**src/rtl/hood_mode_sequencer.sv**
```systemverilog
// hood_mode_sequencer
// Mode sequencer for the range hood, clocked from the 100 Hz tick domain.
// It takes one-hot mode requests and times the boost phase, the run-on after
// cancel and the self-clean. It also accumulates fan run time for the
// cleaning reminder.
//
// Ports:
//   clk_100Hz     in   100 Hz system tick clock
//   reset         in   asynchronous, active-high
//   power_on      in   level; low forces OFF
//   req_valid     in   request strobe, only honoured while req_ready=1
//   req_mode      in   one-hot request: 0001 lvl1, 0010 lvl2, 0100 lvl3, 1000 clean
//   cancel        in   pulse; running levels drop to the run-on phase
//   remind_clr    in   pulse; clears usage_sec and remind
//   req_ready     out  requests are accepted this cycle
//   reject        out  one-cycle pulse after an illegal accepted request
//   mode_out      out  one-hot mode drive for the fan/display datapath
//   state_code    out  0 OFF .. 6 CLEAN
//   countdown_sec out  seconds left in LVL3/EXIT/CLEAN, else 0
//   usage_sec     out  accumulated fan seconds, saturating
//   remind        out  usage_sec >= REMIND_SECONDS
module hood_mode_sequencer #(
  parameter int unsigned TICKS_PER_SEC  = 100,
  parameter int unsigned LVL3_SECONDS   = 60,
  parameter int unsigned EXIT_SECONDS   = 60,
  parameter int unsigned CLEAN_SECONDS  = 180,
  parameter int unsigned REMIND_SECONDS = 36000
) (
  input  logic        clk_100Hz,
  input  logic        reset,
  input  logic        power_on,
  input  logic        req_valid,
  input  logic [3:0]  req_mode,
  input  logic        cancel,
  input  logic        remind_clr,
  output logic        req_ready,
  output logic        reject,
  output logic [3:0]  mode_out,
  output logic [2:0]  state_code,
  output logic [7:0]  countdown_sec,
  output logic [15:0] usage_sec,
  output logic        remind
);

  localparam int unsigned PreW = (TICKS_PER_SEC > 1) ? $clog2(TICKS_PER_SEC) : 1;
  localparam logic [PreW-1:0] PreMax    = PreW'(TICKS_PER_SEC - 1);
  localparam logic [7:0]      Lvl3Secs  = 8'(LVL3_SECONDS);
  localparam logic [7:0]      ExitSecs  = 8'(EXIT_SECONDS);
  localparam logic [7:0]      CleanSecs = 8'(CLEAN_SECONDS);
  localparam logic [15:0]     RemindThr = 16'(REMIND_SECONDS);

  // Encoding doubles as the state_code output.
  typedef enum logic [2:0] {
    StOff     = 3'd0,
    StStandby = 3'd1,
    StLvl1    = 3'd2,
    StLvl2    = 3'd3,
    StLvl3    = 3'd4,
    StExit    = 3'd5,
    StClean   = 3'd6
  } state_e;

  state_e          state_q, state_d;
  logic [7:0]      cd_q, cd_d;
  logic [PreW-1:0] phase_pre_q, phase_pre_d;
  logic [PreW-1:0] use_pre_q, use_pre_d;
  logic            lvl3_used_q, lvl3_used_d;
  logic            reject_q, reject_d;
  logic            ready_q, ready_d;
  logic [3:0]      mode_q, mode_d;
  logic [15:0]     usage_q, usage_d;
  logic            remind_q, remind_d;

  logic timed, running, phase_wrap, expire, use_wrap, accept, clean_done;

  assign timed      = state_q inside {StLvl3, StExit, StClean};
  assign running    = state_q inside {StLvl1, StLvl2, StLvl3, StExit};
  assign phase_wrap = timed && (phase_pre_q == PreMax);
  assign expire     = phase_wrap && (cd_q == 8'd1);
  assign use_wrap   = running && (use_pre_q == PreMax);
  assign accept     = req_valid && ready_q;

  // State register
  always_ff @(posedge clk_100Hz or posedge reset) begin
    if (reset) begin
      state_q     <= StOff;
      cd_q        <= '0;
      phase_pre_q <= '0;
      use_pre_q   <= '0;
      lvl3_used_q <= 1'b0;
      reject_q    <= 1'b0;
      ready_q     <= 1'b0;
      mode_q      <= 4'b0000;
      usage_q     <= '0;
      remind_q    <= 1'b0;
    end else begin
      state_q     <= state_d;
      cd_q        <= cd_d;
      phase_pre_q <= phase_pre_d;
      use_pre_q   <= use_pre_d;
      lvl3_used_q <= lvl3_used_d;
      reject_q    <= reject_d;
      ready_q     <= ready_d;
      mode_q      <= mode_d;
      usage_q     <= usage_d;
      remind_q    <= remind_d;
    end
  end

  // Next-state: events resolved in priority order power-off, cancel, expiry, request.
  always_comb begin
    state_d     = state_q;
    cd_d        = cd_q;
    phase_pre_d = phase_pre_q;
    lvl3_used_d = lvl3_used_q;
    reject_d    = 1'b0;
    clean_done  = 1'b0;

    if (timed) begin
      phase_pre_d = phase_wrap ? '0 : phase_pre_q + PreW'(1);
      if (phase_wrap) cd_d = cd_q - 8'd1;
    end

    if (!power_on) begin
      state_d     = StOff;
      cd_d        = '0;
      phase_pre_d = '0;
      lvl3_used_d = 1'b0;
    end else if (state_q == StOff) begin
      state_d = StStandby;
    end else if (cancel && (state_q inside {StLvl1, StLvl2, StLvl3})) begin
      state_d     = StExit;
      cd_d        = ExitSecs;
      phase_pre_d = '0;
    end else if (expire) begin
      // cd_d has already reached zero via the wrap decrement above.
      unique case (state_q)
        StLvl3:  state_d = StLvl2;
        StExit:  state_d = StStandby;
        StClean: begin
          state_d    = StStandby;
          clean_done = 1'b1;
        end
        default: ;
      endcase
    end else if (accept) begin
      if (!$onehot(req_mode)) begin
        reject_d = 1'b1;
      end else if (req_mode[2]) begin
        if (lvl3_used_q) begin
          reject_d = 1'b1;
        end else begin
          state_d     = StLvl3;
          cd_d        = Lvl3Secs;
          phase_pre_d = '0;
          lvl3_used_d = 1'b1;
        end
      end else if (req_mode[3]) begin
        if (state_q == StStandby) begin
          state_d     = StClean;
          cd_d        = CleanSecs;
          phase_pre_d = '0;
        end else begin
          reject_d = 1'b1;
        end
      end else if (req_mode[0]) begin
        state_d = StLvl1;
      end else begin
        state_d = StLvl2;
      end
    end
  end

  // Usage accounting: prescaler only advances while the fan runs.
  always_comb begin
    use_pre_d = use_pre_q;
    usage_d   = usage_q;
    if (running) use_pre_d = use_wrap ? '0 : use_pre_q + PreW'(1);
    if (use_wrap && (usage_q != 16'hFFFF)) usage_d = usage_q + 16'd1;
    if (clean_done || remind_clr) usage_d = '0;
    remind_d = (usage_d >= RemindThr);
  end

  // Output decode, registered alongside the state.
  always_comb begin
    ready_d = state_d inside {StStandby, StLvl1, StLvl2};
    mode_d  = 4'b0000;
    unique case (state_d)
      StOff:     mode_d = 4'b0000;
      StStandby: mode_d = 4'b1111;
      StLvl1:    mode_d = 4'b0001;
      StLvl2:    mode_d = 4'b0010;
      StLvl3:    mode_d = 4'b0100;
      StExit:    mode_d = 4'b0001;
      StClean:   mode_d = 4'b1000;
      default:   mode_d = 4'b0000;
    endcase
  end

  assign req_ready     = ready_q;
  assign reject        = reject_q;
  assign mode_out      = mode_q;
  assign state_code    = state_q;
  assign countdown_sec = cd_q;
  assign usage_sec     = usage_q;
  assign remind        = remind_q;

endmodule

```
**config.mk**
```make
export PLATFORM = sky130hd
export DESIGN_NAME = hood_mode_sequencer
export DESIGN_NICKNAME = d
export VERILOG_FILES = /design/src/rtl/hood_mode_sequencer.sv
export SDC_FILE = /design/constraint.sdc
export NUM_CORES = 1
export LEC_CHECK = 0
export ABC_AREA = 0
export CAP_MARGIN = 20
export CORE_UTILIZATION = 58
export DETAILED_ROUTE_END_ITERATION = 8
export GPL_ROUTABILITY_DRIVEN = 0
export HOLD_SLACK_MARGIN = 0.15
export PLACE_DENSITY = 0.89
export SLEW_MARGIN = 20
export SYNTH_ARGS = -nofsm -noshare
export SYNTH_HDL_FRONTEND = slang
export SYNTH_SLANG_ARGS = --single-unit
```
**constraint.sdc**
```tcl
create_clock -name clk_100Hz -period 6.25 [get_ports clk_100Hz]
set_input_delay 1.25 -clock clk_100Hz [delete_from_list [all_inputs] [get_ports clk_100Hz]]
set_output_delay 1.25 -clock clk_100Hz [all_outputs]
set_load 0.005 [all_outputs]
```
After elaboration in Yosys (flattened, before gate mapping). Index checks and enable logic that the tools add are counted.

$add $sub $neg: 7. Magnitude comparators: 1. Eq/ne operators: 23. Mux-type cells: 62. Reduce and logical (&&, ||, !) cells: 15.

Operator list (number): 2-to-1 mux 8 bit (12); 2-to-1 mux 7 bit (13); 2-to-1 mux 16 bit (2); 2-to-1 mux 3 bit (10); 2-to-1 mux 1 bit (23); case mux 4 bit (5 select lines) (1); == test 3 bit (second input constant) (6); adder 16 x 1 -> 16 bit (second input constant) (1); greater-or-equal comparator 16 bit (second input constant) (1); inequality test 16 bit (second input constant) (1); adder 7 x 1 -> 7 bit (second input constant) (2); == test 7 bit (second input constant) (2); == test 3 x 2 -> 1 bit (second input constant) (4); == test 3 x 1 -> 1 bit (second input constant) (3); nonzero test 3 bit (3); == test 8 x 1 -> 1 bit (second input constant) (1); subtractor 8 x 1 -> 8 bit (second input constant) (1); logical AND 1 bit (6); inequality test 2 x 1 -> 1 bit (second input constant) (3); inequality test 2 bit (second input constant) (3); case mux 3 bit (2 select lines) (1); AND reduction 6 bit (1); adder 1 x 1 -> 2 bit (2); nonzero test 4 bit (1); other kinds (4) (5).

Register bits after elaboration: 49. Input bits: 10. Output and inout bits: 34. Word-level logic and storage cells: 118.

Logic depth before layout (Yosys ltp).
Word-level depth: 14. Depth in mapped cells: 13. Mapped depth without buffers: 13.

Worst setup path after synthesis. OpenSTA, ideal clock, no wires.

Path kind: input port to flip-flop. From: input req_mode[0]. To: register mode_q[0], in the netlist mode_out[0]. Library setup time: 0.121 ns. Data arrival time: 3.985 ns. Required time: 6.129 ns. Setup slack: 2.144 ns. Stages: 12. Buffers on the path: 0. Cells stage by stage: inv_1 > fa_1 > inv_1 > ha_1 > ha_1 > or3b_1 > or3_1 > nand2b_1 > mux2_1 > a21oi_4 > nand2b_1 > o21ai_1.

Cells in the longest elaborated chain, start to end: 12. Elaborated cells between the ends (all ways): 20. Those cells by class: add/sub: 2; eq/ne: 7; mux: 10; reduce/logical: 1.

RTL lines: start: declaration (RTL line 33) `input logic [3:0] req_mode,`; adder 1 x 1 -> 2 bit (implied by the code) * (RTL line 147) `if (!$onehot(req_mode)) begin`; adder 2 x 2 -> 3 bit (implied by the code) * (RTL line 147); == test 3 x 1 -> 1 bit * (RTL line 147); 2-to-1 mux 3 bit * (RTL line 147); 2-to-1 mux 3 bit * (RTL line 146) `end else if (accept) begin`; 2-to-1 mux 3 bit * (RTL line 135) `end else if (expire) begin`; 2-to-1 mux 3 bit * (RTL line 131) `end else if (cancel && (state_q inside {StLvl1, StLvl2, StLvl3})) begin`; 2-to-1 mux 3 bit * (RTL line 129) `end else if (state_q == StOff) begin`; 2-to-1 mux 3 bit * (RTL line 124) `if (!power_on) begin`; named net state_d[1] (RTL line 63) `state_e state_q, state_d;`; == test 3 x 2 -> 1 bit / == test 3 bit (equally long branches) (RTL line 188) `unique case (state_d)`; OR reduction 2 bit (no line); case mux 4 bit (5 select lines) * (RTL line 188); named net mode_d[0] (RTL line 70) `logic [3:0] mode_q, mode_d;`; end signal: assignment (RTL line 104) `mode_q <= mode_d;`; end: declaration (RTL line 70).

Mark *: on every way through the listed nets, which the timed path passes. The rest lies on a longest branch. A chain may end at the register's enable or synchronous reset.

Worst setup path after layout.
From: input req_mode[3]. To: register phase_pre_q[3].

Cells in the longest elaborated chain, start to end: 9. Elaborated cells between the ends (all ways): 11. Those cells by class: add/sub: 2; eq/ne: 1; mux: 8.

RTL lines: adder 1 x 1 -> 2 bit (implied by the code) (RTL line 147); adder 2 x 2 -> 3 bit (implied by the code) (RTL line 147); == test 3 x 1 -> 1 bit (RTL line 147); 2-to-1 mux 7 bit * (RTL line 147); 2-to-1 mux 7 bit * (RTL line 146); 2-to-1 mux 7 bit * (RTL line 135); 2-to-1 mux 7 bit * (RTL line 131); 2-to-1 mux 7 bit * (RTL line 129); 2-to-1 mux 7 bit * (RTL line 124); named net phase_pre_d[3] (RTL line 65) `logic [PreW-1:0] phase_pre_q, phase_pre_d;`; end signal: assignment (RTL line 99) `phase_pre_q <= phase_pre_d;`; end: declaration (RTL line 65).

Marks and branches as above.

==> results.md <==
- Status: finished with violations
- Failing checks: DRC
- Peak Freq: 221.2 MHz
- Non-Filler Instances: 375
- LEAKAGE: around 1.4 nW
- Mapped Avg Cell Area: between 9 and 10 um^2
- Worst path buffer plus inverter count: 3
- Synth top cells by count: dfrtp_1 (49), nor2_1 (44), nand2_1 (16), xnor2_1 (16), xor2_1 (15)
- Longest Clk Path Bufs: 2
- Worst setup margin: around 1700 ps
- Share of layout cells above drive strength 1: 8.359%
- Slew Limit Fails: 0
- Clk root buf: clkbuf_8
- Vias per cell: between 5 and 6
- GR Overflow Total: 0
- CTS H-tree depth: 2
- Setup_tns: 0 ps
- Worst-path clk slew: approximately 90 ps
- Minimum clock period: approximately 4500 ps
- Worst-skew pair later-pin latency: roughly 300 ps
- CTS tree: yes
- Critical path startpoint category: input port
- Post-CTS sizing: 0
- Peak supply drop: approximately 0.00015 V
- Largest net degree at the start of global routing: 50
- DRC Markers: 9
- Synth top area share: 44.73%
- CP arrival: 4710 ps
- Io pins: 44
- Setup Buffers After CTS: 0
- Clock Skew: 6.490 ps
- Combinational Power Share: around a tenth
- Detailed-route via count: between 2k and 2.5k
- Layout area overhead: 20.54%
- DRT iter0 DRCs: ~170
- Synth warnings: 0
- Site Rows: 24
- Core box area: between 0.004 and 0.005 mm^2
- Worst Hold Class: register to register
- Fin crit share: between 70 and 80%
- RSZ-0062 raised after global routing: no
- Relative slew slack: 45.29%
- Drt wl/cell: 14.24 um
- Setup WS pre-CTS: between 1000 and 1500 ps
- Initial Utilization: between 60 and 70%
- Top_reg_cell synth: dfrtp_1
- Die height: 70.75 um
- I/O Buffers: 43
- Vias in the first global route: 2,037
- CP endpoint kind: register
- Distinct cells, synth: between 50 and 60
- Final Hold Vio Count: 0
- Ant diodes: 0
- Max-cap violations: 0
- Final nets: 340
- Die ar.: about 0.005 mm^2
- CP max-delay cell: nor4_1
- Tot GR Track Use: between 20% and 30%
- First-pass GRT wire length: 9239 um
- Net Sw Frac: 22.69%
- Sequential-to-total area share from yosys stat: between 40 and 50%
- Worst Path Max Fanout: 6
- Post-Syn Instances: 280
- Placed Cells: around 370
- Req. time, crit path: 6440 ps
- Count leader, synth: dfrtp_1
- Critical path class: input port to register
- Post-synthesis net count: a little under 300
- 1st-pass router iterations: 6
- FFs w/ async S/R, synth: between 90% and 100%
- Crit path max-delay family: simple AND/OR/NAND/NOR gates
- Final ANT Viol Nets: 0
- Delay of the slowest critical-path stage: between 600 and 700 ps
- Synth area leaders: dfrtp_1 (45%), nor2_1 (6.0%), xnor2_1 (5.1%)
- Tightest Pin Transition: between 800 and 900 ps
- Post-Route WL: between 5000 and 6000 um
- Clock Sinks: 49
- Synthesized cell area: ~0.0027 mm^2
- Flop pwr share: a little over half
- Die width: approximately 71 um
- P per Cell Area: ~190 mW/mm^2
- Total power: approximately 630 uW
- TritonCTS Buffers: 5
- Synth area leader: dfrtp_1
- Dpl hpwl: between 3000 and 4000 um
- Crit-path cells: clkdlybuf4s50_1 -> inv_1 -> fa_1 -> inv_1 -> ha_1 -> ha_1 -> or3b_1 -> or3_1 -> nor4_1 -> nor2_4 -> nand3_2 -> nor2_1
- Int Power: between 400 and 500 uW
- Antenna violations before repair: 0
- Clk pwr share: about 37%
- Switch Pwr: 143.8 uW
- Hold_buf cts: 0
- Number of flops mapped to enable cells by yosys: 0
- Register bit total from synthesis: ~50
- Finish-stage setup viols: 0
## sequential cells by signal, summed over array words and instances (netlist names), 3 cells and up
register / cells
use_pre_q: 7
countdown_sec: 8
mode_out: 4
state_code: 3
phase_pre_q: 7
usage_sec: 16
## metrics by stage
step / hold WS (ps) / cell area, um^2 / utilization [%]
after global placement: 506.4 / 3187 / 71.71
after CTS: 533.3 / 3303 / 74.32
final: 534.0 / 3304 / 74.35
after detailed placement: 516.7 / 3187 / 71.71
after floorplan: 488.1 / 2741 / -
after global routing: 557.5 / 3304 / 74.35
## layer usage
metal	vias to the layer above	GRT usage (%)	share of wire, %	routed length (um)
li1	1050	-	-	-
met1	998	31.98	47	2519
met2	66	38.35	47	2496
met3	7	4.986	5.1	275
met4	0	5.333	0.92	49
met5	-	0	0	0
## worst paths after layout
path | startpoint | slack (ps) | end | cells after the start
worst max register to register | countdown_sec[3] | 3310 | remind | 6
worst min-delay path | use_pre_q[3] | 530 | use_pre_q[3] | 1
worst min register to register | use_pre_q[3] | 530 | use_pre_q[3] | 1
min in group asynchronous | reset | 1400 | usage_sec[7] | 2
max in group asynchronous | reset | 4360 | req_ready | 2
worst max-delay path | req_mode[3] | 1730 | phase_pre_q[3] | 12
## power by group through the flow
stage                     sequential (mW)  clock [mW]  combinational, mW
after floorplan                     0.342           0             0.0411
after global placement              0.343           0             0.0628
after detailed placement            0.344           0             0.0655
after CTS                           0.338       0.234             0.0656
after global routing                0.339       0.248             0.0750
final                               0.338       0.231             0.0647
## cells by family (layout without fill, tap and decap cells)
family / Yosys count / count (layout) / share of synthesized area, %
compound gates: 30 / 30 / 8.900
xor+xnor: 32 / 32 / 10.50
fa+ha+maj: 8 / 8 / 3.925
buf+inv: 23 / 66 / 3.879
flops: 49 / 49 / 44.73
mux: 7 / 7 / 2.738
simple gates: 131 / 131 / 25.33
## layout by cell type, fill, tap and decap left out, types with 2 or more instances in the layout
| cell | instances |
|---|---|
| nand4_1 | 11 |
| ha_1 | 7 |
| o211a_1 | 2 |
| nor4b_1 | 3 |
| and3_1 | 5 |
| clkbuf_8 | 6 |
| or4_1 | 3 |
| o21ai_0 | 3 |
| o21ai_2 | 2 |
| mux2_2 | 3 |
| inv_2 | 2 |
| inv_1 | 12 |
| xor2_1 | 15 |
| nand2_1 | 16 |
| o21a_1 | 2 |
| clkdlybuf4s50_1 | 43 |
| nor2b_1 | 3 |
| or3_1 | 5 |
| and2_1 | 2 |
| nand2b_1 | 4 |
| nand3_1 | 9 |
| mux2i_1 | 3 |
| a21oi_1 | 4 |
| dfrtp_1 | 49 |
| nor3_1 | 8 |
| o21ai_1 | 3 |
| and4_1 | 2 |
| nor4_1 | 5 |
| nor2_1 | 44 |
| xnor2_1 | 16 |
| a31oi_1 | 2 |
## area by class of cell
class | count | area [um^2]
Multi-Input combinational cell | 208 | 1409
Sequential cell | 49 | 1226
Fill cell | 337 | 1140
Timing Repair Buffer | 43 | 430.4
Clock buffer | 7 | 86.33
Tap cell | 52 | 65.06
Inverter | 15 | 57.56
Clock inverter | 1 | 30.03
Power figures use the tool's default switching activity.
==> patch, RTL diff (same settings) <==
The parameter `TICKS_PER_SEC` goes from 100 to 50.
--- a/src/rtl/hood_mode_sequencer.sv
+++ b/src/rtl/hood_mode_sequencer.sv
@@ -20,7 +20,7 @@
 //   usage_sec     out  accumulated fan seconds, saturating
 //   remind        out  usage_sec >= REMIND_SECONDS
 module hood_mode_sequencer #(
-  parameter int unsigned TICKS_PER_SEC  = 100,
+  parameter int unsigned TICKS_PER_SEC  = 50,
   parameter int unsigned LVL3_SECONDS   = 60,
   parameter int unsigned EXIT_SECONDS   = 60,
   parameter int unsigned CLEAN_SECONDS  = 180,
Function: no difference found for any inputs over 10 cycles, from zero or initial values and one cycle with reset high; that may be too few to reach the edited logic, so the function may still have changed.
==> patch against the original RTL <==
  * Design area up 5.0%
  * Global-route usage up 3.0 points
  * Synthesized area up 6.5%
  * Non-clock buffer count up 1
  * Cell count up 12%
  * Wire length up 20%
  * Register-to-register slack better by 170 ps
  * Total power up 3.1%
  * Setup slack better by 130 ps
  * First-iteration DRC count up 10%
  * Sequential cell count down 2
  * Critical endpoint is now phase_pre_q[4]
  * Largest cell class unchanged
  * Largest power group unchanged
  * Highest routed layer unchanged
==> patch: results (changes against the original RTL) <==
- Setup Skew: 8.163 ps (+1.672 ps)
- CTS Buf Count: 5 (unchanged)
- CP max FO: 9 (+3)
- Launching point of the worst reg2reg path: state_code[1]
- Reg2reg end: remind
- Reg2reg setup slack: 3480 ps (+170 ps)
- Outcome: finished, final reports clean
- Via count: 2,478 (+17%)
- Worst EP arrival: 4570 ps (-140 ps)
- HPWL after detailed placement: 4555 um (+18%)
- CTS clk-pin slew, worst paths: 80 ps
- Cts repair resizes: 0 (unchanged)
- Vias in the first global route: 2,313 (+14%)
- Async set or reset register ratio after synthesis: 100.0% (unchanged)
- Share of cells above drive strength 1: 6.799% (-1.6 points)
- Hold Path End: use_pre_q[4]
- CP startpoint: req_mode[3]
- Min-delay worst type: flip-flop to flip-flop
- Worst Hold Launch: use_pre_q[4]
- Post-route non-filler standard cell count: 420 (+12%)
- Power Total: 653.3 uW (+3.1%)
- Top post-synthesis cells by area: dfrtp_1, xnor2_1, ha_1
- CTS max path bufs: 2 (unchanged)
- Buffers on Ports: 43 (unchanged)
- Sw frac: 28.25% (+5.6 points)
- Post-Syn Instances: 314 (+12%)
- DP Cell Count: 413 (+13%)
- Distinct cells, synth: 60 (+1.7%)
- Largest register FFs: 16 (unchanged)
- Initial antenna violation count: 0 (unchanged)
- R2R cell count: 6 (unchanged)
- Skew-Pair Late Insertion Delay: 300 ps (about the same)
- Syn_nets: 334 (+12%)
- Register area share after synthesis: 40.29% (-4.4 points)
- Relative slew slack: 45.30% (about the same)
- Detailed Routing Iterations Pass 1: 4 (-2)
- Detailed Route Iter0 Violations: 184 (+10%)
- # diodes: 0 (unchanged)
- First-pass GRT wire length: 10,660 um (+15%)
- GR Util All Layers: 26.27% (+3.0 points)
- H-Tree Depth: 2 (unchanged)
- Hold Path Cell Cnt: 1 (unchanged)
- Max VDD drop: 0.1268 mV (-15%)
- Pin count of the biggest net entering global routing: 48 (-4.0%)
- Final net count: 373 (+9.7%)
- Wirelength per Cell: 15.20 um (+6.7%)
- Setup bufs post-CTS: 0 (unchanged)
- Leak: 0.001391 uW (-3.0%)
- Setup tns final: 0 ps (unchanged)
- Synth Warn #: 0 (unchanged)
- Post-synth top cells: dfrtp_1, nor2_1, nand2_1
- Clk Tree Root Cell: clkbuf_8
==> patch: final cells by class <==
| type | count | area, um^2 |
|---|---|---|
| clock buffers | 6 | 82.58 |
| clock inverters | 1 | 5.005 |
| fillers | 347 | 1318 |
| inverters | 19 | 72.57 |
| multi-input cells | 236 | 1610 |
| flip-flops and latches | 47 | 1176 |
| well taps | 67 | 83.83 |
| repair buffers | 44 | 437.9 |
==> patch: power groups by stage <==
stage | Sequential (uW) | Combinational, uW | Clock, uW
2_1_floorplan | 353 | 79.2 | 0
5_1_grt | 361 | 129 | 202
6_report | 356 | 115 | 182
3_3_place_gp | 359 | 109 | 0
3_5_place_dp | 362 | 115 | 0
4_1_cts | 356 | 117 | 187
==> patch: worst max-delay path by stage <==
| stage | to | slack, ps |
|---|---|---|
| final | phase_pre_q[4] | 1860 |
| after global routing | phase_pre_q[4] | 1700 |
| after CTS | countdown_sec[1] | 1870 |
| after detailed placement | countdown_sec[1] | 1550 |
| after global placement | countdown_sec[1] | 1680 |
| after floorplan | phase_pre_q[1] | 2280 |
==> patch: metal layers <==
layer	routed length, um	track usage (%)	share of wire (%)
met1	2716	33.42	43
met2	3284	44.44	51
met3	312	5.387	4.9
met4	70	9.368	1.1
met5	0	0	0
==> patch: worst max-delay path, cell delays in order <==
cell	delay, ps
clkdlybuf4s50_1	550
inv_1	90
fa_1	480
inv_1	40
ha_1	170
ha_1	260
or3b_2	570
or3_1	390
nor2_1	100
a32o_1	200
a211o_1	350
nor3_1	110
==> patch: metrics by stage <==
step	setup slack (ps)	cell area (um^2)	util [%]	hold slack (ps)
final	1858	3468	72.47	525.5
after global placement	1681	3379	70.61	489.5
after floorplan	2279	2919	-	465.1
after global routing	1701	3468	72.47	564.2
after CTS	1873	3467	72.44	522.7
after detailed placement	1553	3379	70.61	513.9
==> patch: logic make-up after synthesis <==
family / after synthesis / share of synthesized area, %
compound gates: 60 / 14.96
xor+xnor: 26 / 8.058
fa+ha+maj: 10 / 4.544
buf+inv: 31 / 4.543
flops: 47 / 40.29
mux: 8 / 2.829
simple gates: 132 / 24.78
